==> src/rtl/spi_regfile_pkg.sv <==
// ============================================================================
// Module   : spi_regfile_pkg
// Brief    : Shared state encoding, opcodes and frame-width helper for the
//            SPI register-file peripheral.
// Revision : 1.0
// ============================================================================
`default_nettype none

package spi_regfile_pkg;

    typedef enum logic [1:0] {
        IDLE   = 2'd0,
        HDR    = 2'd1,
        DATA   = 2'd2,
        COMMIT = 2'd3
    } state_t;

    localparam logic OP_WRITE = 1'b1;
    localparam logic OP_READ  = 1'b0;

    function automatic int frame_w(input int addr_w, input int data_w);
        return 1 + addr_w + data_w;
    endfunction

endpackage

`default_nettype wire

==> src/rtl/spi_sync_edge.sv <==
// ============================================================================
// Module   : spi_sync_edge
// Brief    : Multi-flop synchroniser for an asynchronous pin with optional
//            rise/fall pulse outputs in the clk domain.
// Revision : 1.0
// ============================================================================
`default_nettype none

module spi_sync_edge #(
    parameter int STAGES  = 2,
    parameter bit RST_VAL = 1'b0,
    parameter bit EDGES   = 1'b1
) (
    input  logic clk,
    input  logic rst_n,
    input  logic din,
    output logic level,
    output logic rise,
    output logic fall
);

    logic [STAGES-1:0] r_sync;

    always_ff @(posedge clk or negedge rst_n) begin
        if (!rst_n) begin
            r_sync <= {STAGES{RST_VAL}};
        end else begin
            r_sync <= {r_sync[STAGES-2:0], din};
        end
    end

    assign level = r_sync[STAGES-1];

    generate
        if (EDGES) begin : g_edge
            logic r_prev;

            always_ff @(posedge clk or negedge rst_n) begin
                if (!rst_n) begin
                    r_prev <= RST_VAL;
                end else begin
                    r_prev <= r_sync[STAGES-1];
                end
            end

            assign rise = r_sync[STAGES-1] & ~r_prev;
            assign fall = ~r_sync[STAGES-1] & r_prev;
        end else begin : g_level_only
            assign rise = 1'b0;
            assign fall = 1'b0;
        end
    endgenerate

endmodule

`default_nettype wire

==> src/rtl/spi_regfile_peripheral.sv <==
// ============================================================================
// Module   : spi_regfile_peripheral
// Brief    : SPI mode-0 target writing a bank of control registers; CIPO
//            read-back is present only when SPI_READ_EN is defined.
// Revision : 1.0
// ============================================================================
`default_nettype none

module spi_regfile_peripheral
    import spi_regfile_pkg::*;
#(
    parameter int ADDR_W      = 7,
    parameter int DATA_W      = 8,
    parameter int NUM_REGS    = 5,
    parameter int SYNC_STAGES = 2
) (
    input  logic                         clk,
    input  logic                         rst_n,
    input  logic                         sclk,
    input  logic                         copi,
    input  logic                         ncs,
    output logic                         cipo,
    output logic                         cipo_oe,
    output logic [NUM_REGS*DATA_W-1:0]   reg_q,
    output logic [NUM_REGS-1:0]          wr_stb,
    output logic                         frame_err
);

    localparam int FRAME_W = frame_w(ADDR_W, DATA_W);
    localparam int HDR_W   = 1 + ADDR_W;
    localparam int CNT_W   = $clog2(FRAME_W + 2);
    localparam logic [CNT_W-1:0] CNT_HDR  = CNT_W'(HDR_W);
    localparam logic [CNT_W-1:0] CNT_FULL = CNT_W'(FRAME_W);
    localparam logic [CNT_W-1:0] CNT_MAX  = CNT_W'(FRAME_W + 1);

    logic w_sclk_lvl, w_sclk_rise, w_sclk_fall;
    logic w_ncs_lvl, w_ncs_rise, w_ncs_fall;
    logic w_copi_lvl, w_unused_copi_rise, w_unused_copi_fall;
    logic w_unused_sclk_lvl;

    spi_sync_edge #(.STAGES(SYNC_STAGES), .RST_VAL(1'b0), .EDGES(1'b1)) u_sync_sclk (
        .clk(clk), .rst_n(rst_n), .din(sclk),
        .level(w_sclk_lvl), .rise(w_sclk_rise), .fall(w_sclk_fall)
    );

    // ncs resets high so a pin already held high never produces a false start.
    spi_sync_edge #(.STAGES(SYNC_STAGES), .RST_VAL(1'b1), .EDGES(1'b1)) u_sync_ncs (
        .clk(clk), .rst_n(rst_n), .din(ncs),
        .level(w_ncs_lvl), .rise(w_ncs_rise), .fall(w_ncs_fall)
    );

    spi_sync_edge #(.STAGES(SYNC_STAGES), .RST_VAL(1'b0), .EDGES(1'b0)) u_sync_copi (
        .clk(clk), .rst_n(rst_n), .din(copi),
        .level(w_copi_lvl), .rise(w_unused_copi_rise), .fall(w_unused_copi_fall)
    );

    assign w_unused_sclk_lvl = w_sclk_lvl;

    state_t                 r_state, w_next;
    logic                   r_start_pend;
    logic [CNT_W-1:0]       r_cnt;
    logic [FRAME_W-1:0]     r_rx;
    logic [DATA_W-1:0]      r_regs [NUM_REGS];
    logic [NUM_REGS-1:0]    r_wr_stb;
    logic                   r_frame_err;

    logic                   w_active, w_bit_rise, w_start;
    logic                   w_op, w_full, w_addr_ok, w_wr_ok, w_rd_ok;
    logic [ADDR_W-1:0]      w_addr;
    logic [DATA_W-1:0]      w_data;

    assign w_active   = (r_state == HDR) || (r_state == DATA);
    // A raised ncs also blocks any sclk edge landing in the same cycle.
    assign w_bit_rise = w_active && w_sclk_rise && !w_ncs_lvl;
    assign w_start    = (r_state == IDLE) && (w_next == HDR);

    always_comb begin
        w_next = r_state;
        case (r_state)
            IDLE:    if ((w_ncs_fall || r_start_pend) && !w_ncs_lvl) w_next = HDR;
            HDR:     if (w_ncs_rise) w_next = COMMIT;
                     else if (r_cnt == CNT_HDR) w_next = DATA;
            DATA:    if (w_ncs_rise) w_next = COMMIT;
            COMMIT:  w_next = IDLE;
            default: w_next = IDLE;
        endcase
    end

    always_ff @(posedge clk or negedge rst_n) begin
        if (!rst_n) begin
            r_state      <= IDLE;
            r_start_pend <= 1'b0;
            r_cnt        <= '0;
            r_rx         <= '0;
        end else begin
            r_state <= w_next;
            // Holds a select that arrives during COMMIT until IDLE can act on it.
            if (r_state == IDLE || w_ncs_rise) begin
                r_start_pend <= 1'b0;
            end else if (w_ncs_fall) begin
                r_start_pend <= 1'b1;
            end
            if (w_start) begin
                r_cnt <= '0;
                r_rx  <= '0;
            end else if (w_bit_rise) begin
                r_rx <= {r_rx[FRAME_W-2:0], w_copi_lvl};
                if (r_cnt != CNT_MAX) r_cnt <= r_cnt + 1'b1;
            end
        end
    end

    assign w_op      = r_rx[FRAME_W-1];
    assign w_addr    = r_rx[DATA_W +: ADDR_W];
    assign w_data    = r_rx[DATA_W-1:0];
    assign w_full    = (r_cnt == CNT_FULL);
    assign w_addr_ok = ({1'b0, w_addr} < (ADDR_W+1)'(NUM_REGS));
    assign w_wr_ok   = w_full && (w_op == OP_WRITE) && w_addr_ok;

    always_ff @(posedge clk or negedge rst_n) begin
        if (!rst_n) begin
            for (int i = 0; i < NUM_REGS; i++) r_regs[i] <= '0;
            r_wr_stb    <= '0;
            r_frame_err <= 1'b0;
        end else begin
            r_wr_stb    <= '0;
            r_frame_err <= 1'b0;
            if (r_state == COMMIT) begin
                for (int i = 0; i < NUM_REGS; i++) begin
                    if (w_wr_ok && (w_addr == ADDR_W'(i))) begin
                        r_regs[i]   <= w_data;
                        r_wr_stb[i] <= 1'b1;
                    end
                end
                r_frame_err <= !(w_wr_ok || w_rd_ok);
            end
        end
    end

    generate
        for (genvar g = 0; g < NUM_REGS; g++) begin : g_reg_q
            assign reg_q[g*DATA_W +: DATA_W] = r_regs[g];
        end
    endgenerate

    assign wr_stb    = r_wr_stb;
    assign frame_err = r_frame_err;

`ifdef SPI_READ_EN
    logic [DATA_W-1:0] r_tx, w_rd_data;
    logic              r_cipo, w_bit_fall;

    assign w_rd_ok    = w_full && (w_op == OP_READ);
    assign w_bit_fall = (r_state == DATA) && w_sclk_fall && !w_ncs_lvl;

    always_comb begin
        w_rd_data = '0;
        for (int i = 0; i < NUM_REGS; i++) begin
            if (r_rx[ADDR_W-1:0] == ADDR_W'(i)) w_rd_data = r_regs[i];
        end
    end

    // tx is loaded once the header is in, then presented MSB first on falls.
    always_ff @(posedge clk or negedge rst_n) begin
        if (!rst_n) begin
            r_tx   <= '0;
            r_cipo <= 1'b0;
        end else if (w_start) begin
            r_tx   <= '0;
            r_cipo <= 1'b0;
        end else if (r_state == HDR && w_next == DATA) begin
            r_tx <= (r_rx[ADDR_W] == OP_READ) ? w_rd_data : '0;
        end else if (w_bit_fall) begin
            r_cipo <= r_tx[DATA_W-1];
            r_tx   <= {r_tx[DATA_W-2:0], 1'b0};
        end
    end

    assign cipo_oe = !w_ncs_lvl && (r_state != IDLE);
    assign cipo    = cipo_oe & r_cipo;
`else
    logic w_unused_sclk_fall;

    assign w_unused_sclk_fall = w_sclk_fall;
    assign w_rd_ok            = 1'b0;
    assign cipo_oe            = 1'b0;
    assign cipo               = 1'b0;
`endif

endmodule

`default_nettype wire
==> config.mk <==
export PLATFORM = sky130hd
export DESIGN_NAME = spi_regfile_peripheral
export DESIGN_NICKNAME = d
export VERILOG_FILES = /design/src/rtl/spi_regfile_pkg.sv /design/src/rtl/spi_sync_edge.sv /design/src/rtl/spi_regfile_peripheral.sv
export SDC_FILE = /design/constraint.sdc
export NUM_CORES = 1
export LEC_CHECK = 0
export ABC_AREA = 1
export BUFFER_PORTS_ARGS = -buffer_cell sky130_fd_sc_hd__buf_2
export CORE_MARGIN = 2
export CORE_UTILIZATION = 30
export DETAILED_ROUTE_END_ITERATION = 8
export GPL_TIMING_DRIVEN = 0
export SLEW_MARGIN = 0
export SYNTH_ARGS = -nofsm -noshare
export SYNTH_HDL_FRONTEND = slang
export SYNTH_SLANG_ARGS = --single-unit
==> constraint.sdc <==
create_clock -name clk -period 4 [get_ports clk]
set_clock_uncertainty 0.15 [all_clocks]
set_input_delay 0.8 -clock clk [delete_from_list [all_inputs] [get_ports clk]]
set_output_delay 0.8 -clock clk [all_outputs]
set_load 0.005 [all_outputs]
* Word-level counts from Yosys, hierarchy flattened
Cells that the tools add are included.
** Word-level totals
- Output and inout port bits :: 48
- Logic and storage cells :: 81
- Bits in registers :: 78
- Bits of input ports :: 5
** Cells by class
- Bitwise operators :: 6
- Eq/ne operators :: 11
- Mux-type cells :: 19
- Add/subtract/negate cells :: 1
- Reductions and logical operators :: 27
- Magnitude comparators :: 1
** Operators by type and width (count)
- $mux W16 :: 2
- $mux W5 :: 4
- $eq A7 B2 Y1 const B :: 2
- $reduce_and A2 Y1 :: 6
- $logic_and A1 B1 Y1 :: 11
- $mux W1 :: 8
- $mux W2 :: 4
- $pmux W2 S4 :: 1
- $eq A7 B1 Y1 const B :: 1
- $eq A7 B3 Y1 const B :: 1
- $logic_not A7 Y1 :: 1
- $lt A7 B3 Y1 const B :: 1
- $reduce_bool A2 Y1 :: 3
- $add A5 B1 Y5 const B :: 1
- $eq A5 B4 Y1 const B :: 1
- $eq A5 B5 Y1 const B :: 1
- $ne A5 B5 Y1 const B :: 1
- $eq A2 B1 Y1 const B :: 2
- $eq A2 B2 Y1 const B :: 2
- $and A1 B1 Y1 :: 3
- $logic_or A1 B1 Y1 :: 3
- $not A1 Y1 :: 3
- $logic_not A1 Y1 :: 2
- $logic_not A2 Y1 :: 1

* Longest topological paths before layout
- Depth in word-level cells :: 10
- Mapped depth :: 10
- Depth with buffers taken out :: 10

* By module
A second synthesis with hierarchy kept.
** Second synthesis, totals
- Cells, all modules :: 411
- Area total of the unflattened synthesis :: 3588.4 µm²
** By module, submodules not included
- spi_regfile_peripheral :: area each 3335.7 µm², instances 1, cells each 392, sequential area each 1751.7 µm²
- spi_sync_edge (u_sync_ncs) :: area each 93.8 µm², instances 1, cells each 7, sequential area each 78.8 µm²
- spi_sync_edge (u_sync_sclk) :: area each 90.1 µm², instances 1, cells each 7, sequential area each 75.1 µm²
- spi_sync_edge (u_sync_copi) :: area each 68.8 µm², instances 1, cells each 5, sequential area each 50.0 µm²

* Least setup slack after synthesis
OpenSTA, ideal clock, no wires.
- Kind :: flip-flop to flip-flop
- Start point :: register r_state[1]
- End point :: register r_rx[0]
- Setup time :: 0.114 ns
- Path slack :: 2.294 ns
- Data arrival time :: 1.443 ns
- Period minus slack after synthesis :: 1.706 ns
- Stages on the path, launching flop included :: 11
- Buffers on the path :: 1
- Required time :: 3.736 ns
- Cells stage by stage :: dfrtp_1 inv_1 ha_1 nand2_1 nor2_4 inv_1 clkbuf_1 nand2_1 nand2_1 nand2_1 inv_1
** Between the ends
- Word-level cells in the longest chain between the ends :: 6
- Elaborated cells between the ends (all ways) :: 16
- Classes of those cells :: eq/ne (4); mux (6); reduce/logical (6)
** Ends and longest elaborated chain
- start, declared :: line spi_regfile_peripheral.sv:59 : state_t r_state, w_next;
- start signal, assigned :: line spi_regfile_peripheral.sv:96 : r_state <= w_next;
- $mux W2 :: line spi_regfile_peripheral.sv:82 : else if (r_cnt == CNT_HDR) w_next = DATA;
- $mux W2 :: line spi_regfile_peripheral.sv:81 : HDR: if (w_ncs_rise) w_next = COMMIT;
- $pmux W2 S4 :: line spi_regfile_peripheral.sv:79 : case (r_state)
- $eq A2 B1 Y1 :: line spi_regfile_peripheral.sv:75 : assign w_start = (r_state == IDLE) && (w_next == HDR);
- $logic_and A1 B1 Y1 :: line spi_regfile_peripheral.sv:75
- $mux W16 / $reduce_bool A2 Y1 (equally long branches)
- end signal, assigned :: line spi_regfile_peripheral.sv:107 : r_rx <= {r_rx[FRAME_W-2:0], w_copi_lvl};
- end, declared :: line spi_regfile_peripheral.sv:62 : logic [FRAME_W-1:0] r_rx;
Parallel ways exist; a longest one is shown, timed or not.
A chain may end at the register's enable or synchronous reset.

* Worst setup path in the final report
- Start point :: register r_state[1]
- End point :: register r_cnt[3]
** Between the ends
- Word-level cells in the longest chain between the ends :: 7
- Elaborated cells between the ends (all ways) :: 18
- Classes of those cells :: eq/ne (4); mux (6); reduce/logical (8)
** Ends and longest elaborated chain
- $mux W2 :: line spi_regfile_peripheral.sv:82
- $mux W2 :: line spi_regfile_peripheral.sv:81
- $pmux W2 S4 :: line spi_regfile_peripheral.sv:79
- $eq A2 B1 Y1 :: line spi_regfile_peripheral.sv:75
- $logic_and A1 B1 Y1 :: line spi_regfile_peripheral.sv:75
- $reduce_bool A2 Y1 (no source line)
- $reduce_and A2 Y1 (no source line)
- end signal, assigned :: line spi_regfile_peripheral.sv:108 : if (r_cnt != CNT_MAX) r_cnt <= r_cnt + 1'b1;
- end, declared :: line spi_regfile_peripheral.sv:61 : logic [CNT_W-1:0] r_cnt;
Parallel ways exist; a longest one is shown, timed or not.

==> impl_metrics.env <==
export IMPL_p_leak_nw=2.59
export IMPL_antenna_left=0
export IMPL_drt_pre_antenna_iters=4
export IMPL_grt_pass1_vias=2690
export IMPL_htree_levels=3
export IMPL_post_route_cell_area_um2=4330
export IMPL_final_nets=480
export IMPL_power_switching_fraction_pct=27.0
export IMPL_p_sw_w=0.000545
export IMPL_dieWidth_um=113
export IMPL_multi_input_area_um2=1340
export IMPL_finalCritPeriodShare_pct=52.2
export IMPL_ys_ff_latch=78
export IMPL_n_fill_cell=1122
export IMPL_die_h_um=113
export IMPL_synth_ff_type="dfrtp_1"
export IMPL_cp_start_kind="register"
export IMPL_clock_latency_ns=0.34
export IMPL_timing_hold_violations_final=0
export IMPL_route_vias_total=2771
export IMPL_async_flop_share_pct=100
export IMPL_min_period_ns=2.09
export IMPL_cp_required_ns=4.07
export IMPL_root_buffer="clkbuf_16"
export IMPL_port_buffers=50
export IMPL_grt_use_total_pct=13.0
export IMPL_syn2layout_area_growth_pct=22.2
export IMPL_clkSinkCount=78
export IMPL_wirelength_um=7770
export IMPL_syn_inst=404
export IMPL_vias_per_cell=4.51
export IMPL_seqPwrFrac_pct=43.7
export IMPL_cts_tree="built"
export IMPL_drive_gt1_share_pct=21.4
export IMPL_hold_path_class="reg2reg"
export IMPL_yosys_area_share_simple_pct=32.9
export IMPL_placement_cell_area_um2=4010
export IMPL_comb_power_share_pct=13.0
export IMPL_cts_hold_buf=0
export IMPL_synth_edf_count=0
export IMPL_post_cts_repair_setup_buffers=0
export IMPL_clk_pin_slew_ns=0.06
export IMPL_start_util_pct=30.9
export IMPL_p_per_area_nw_per_um2=466
export IMPL_fmax_mhz=479
export IMPL_place_hpwl_um=5430
export IMPL_setup_tns_ns=0
export IMPL_antenna_found_initial=0
export IMPL_crit_path_max_fanout=10
export IMPL_yosysSeqAreaShare_pct=55.2
export IMPL_yosys_warnings=0
export IMPL_seqCellArea_um2=1960
export IMPL_peakVddDrop_mv=0.213
export IMPL_pwr_share_clk_pct=43.3
export IMPL_worstSetupPathType="reg2reg"
export IMPL_grt_max_degree=46
export IMPL_rsz0062_at_grt="no"
export IMPL_synth_top_family_by_area="simple AND/OR/NAND/NOR gates"
export IMPL_synth_cell_type_count=25
export IMPL_arrival_ns=2.16
export IMPL_final_common_cell="nand2_1"
export IMPL_synth_area_um2=3540
export IMPL_muxShareOfSynthArea_pct=0
export IMPL_core_rowCount=39
export IMPL_drc=0
export IMPL_maxSlewViolCount=0
export IMPL_intPower_w=0.00147
export IMPL_end_kind="register"
export IMPL_gp_congestion=0.793
export IMPL_cts_resized=0
export IMPL_synth_compound_area_share_pct=1.77
export IMPL_setup_viol=0
export IMPL_numCtsBuffers=9
export IMPL_diodes=0
export IMPL_clock_path_buffers=2
export IMPL_max_cap_violations=0
export IMPL_wl_per_cell_um=12.6
export IMPL_synthAdderAreaFrac_pct=2.82
export IMPL_dieArea_um2=12700
export IMPL_synth_xor_area_share_pct=0
export IMPL_ioPinCount=53
export IMPL_grt_pass1_wl_um=13000
export IMPL_status="finished clean"
export IMPL_core_area_um2=11500
export IMPL_avgSynthCellArea_um2=8.77
export IMPL_drt_initial_drc_count=253
export IMPL_final_cell_mix="nand2_1 (162), dfrtp_1 (75), nand3_1 (51), buf_2 (51), inv_1 (37)"
export IMPL_grt_ovfl_total=0
[kinds of logic after synthesis]
group	Yosys count
fa+ha+maj	8
simple gates	252
flops	78
buf+inv	53
other cells	1
compound gates	12
[state kept, by name (all words and copies together) (netlist names)]
register,cells
u_sync_copi.r_sync,2
wr_stb,5
r_start_pend,1
u_sync_ncs.g_edge.r_prev,1
frame_err,1
u_sync_ncs.r_sync,2
u_sync_sclk.r_sync,2
reg_q,40
u_sync_sclk.g_edge.r_prev,1
r_rx,16
r_cnt,5
r_state,2
[metal layers]
metal | track usage, % | share of wire (%) | up-vias
li1 | - | - | 1382
met1 | 16.6 | 46 | 1322
met2 | 21.4 | 48 | 59
met3 | 3.83 | 4.6 | 8
met4 | 4.15 | 1.3 | 0
met5 | 0 | 0 | -
[final timing paths]
check | from | endpoint | slack, ns | cells after the start
hold / removal | u_sync_sclk.r_sync[0]$_DFF_PN0_ | u_sync_sclk.r_sync[1]$_DFF_PN0_ | 0.20 | 0
max in group asynchronous | rst_n | r_rx[8]$_DFFE_PN0P_ | 2.86 | 2
setup / recovery | r_state[1]$_DFF_PN0_ | r_cnt[3]$_DFFE_PN0P_ | 1.91 | 8
setup reg to reg | r_state[1]$_DFF_PN0_ | r_cnt[3]$_DFFE_PN0P_ | 1.91 | 8
min in group asynchronous | rst_n | wr_stb[4]$_DFF_PN0_ | 0.27 | 1
hold reg to reg | u_sync_sclk.r_sync[0]$_DFF_PN0_ | u_sync_sclk.r_sync[1]$_DFF_PN0_ | 0.20 | 0
[critical path, cell delays in order (launching register included)]
cell,delay [ns]
dfrtp_1,0.43
inv_1,0.11
ha_1,0.28
nand2_1,0.08
nor2_4,0.24
clkbuf_1,0.38
nand4_1,0.16
nand2_1,0.11
nor2_1,0.04
[power by group through the flow]
stage	sequential [W]	clock, W	combinational, W
after floorplan	0.000875	0	0.000187
after global placement	0.000893	0	0.000253
after detailed placement	0.000895	0	0.000267
after CTS	0.000881	0.000895	0.000268
after global routing	0.000886	0.000936	0.000304
final	0.000881	0.000874	0.000262
[layout make-up]
class,instances,share of cell area [%]
tap,143,4.13
clock buffer,10,5.52
clock inverter,5,1.94
sequential,78,45.2
buffer,10,2.14
inverter,43,3.73
multi-input combinational,274,30.9
timing repair buffer,51,6.47
[synth_stat cells, types with 2 or more instances]
| library cell | number | area (um2) |
|---|---|---|
| inv_2 | 6 | 22.5 |
| nand3_2 | 2 | 20.0 |
| o21ai_0 | 7 | 35.0 |
| nand2_4 | 5 | 56.3 |
| nand2_1 | 162 | 608 |
| buf_2 | 2 | 10.0 |
| dfrtp_1 | 75 | 1880 |
| inv_1 | 37 | 139 |
| nand4_1 | 4 | 25.0 |
| clkbuf_1 | 2 | 7.51 |
| buf_8 | 4 | 60.1 |
| nand3_1 | 51 | 255 |
| ha_1 | 8 | 100 |
| nor2_8 | 2 | 40.0 |
| dfstp_2 | 3 | 78.8 |
| nor2_1 | 16 | 60.1 |
| nor2_4 | 6 | 67.6 |
| nor2_2 | 2 | 12.5 |
| buf_4 | 2 | 15.0 |
| a21oi_1 | 3 | 15.0 |
[through the flow]
stage          setup WS (ns)  power [W]  std cells  utilization [%]  hold slack [ns]
2_1_floorplan           2.29    0.00106        405                -            0.181
3_3_place_gp            1.40    0.00115        598             34.7            0.185
3_5_place_dp            1.92    0.00116        599             34.9            0.186
4_1_cts                 1.91    0.00204        614             37.8            0.199
5_1_grt                 1.73    0.00213        614             37.8            0.206
6_report                1.91    0.00202        614             37.8            0.196
No activity file was read; power rests on OpenSTA's default activity.
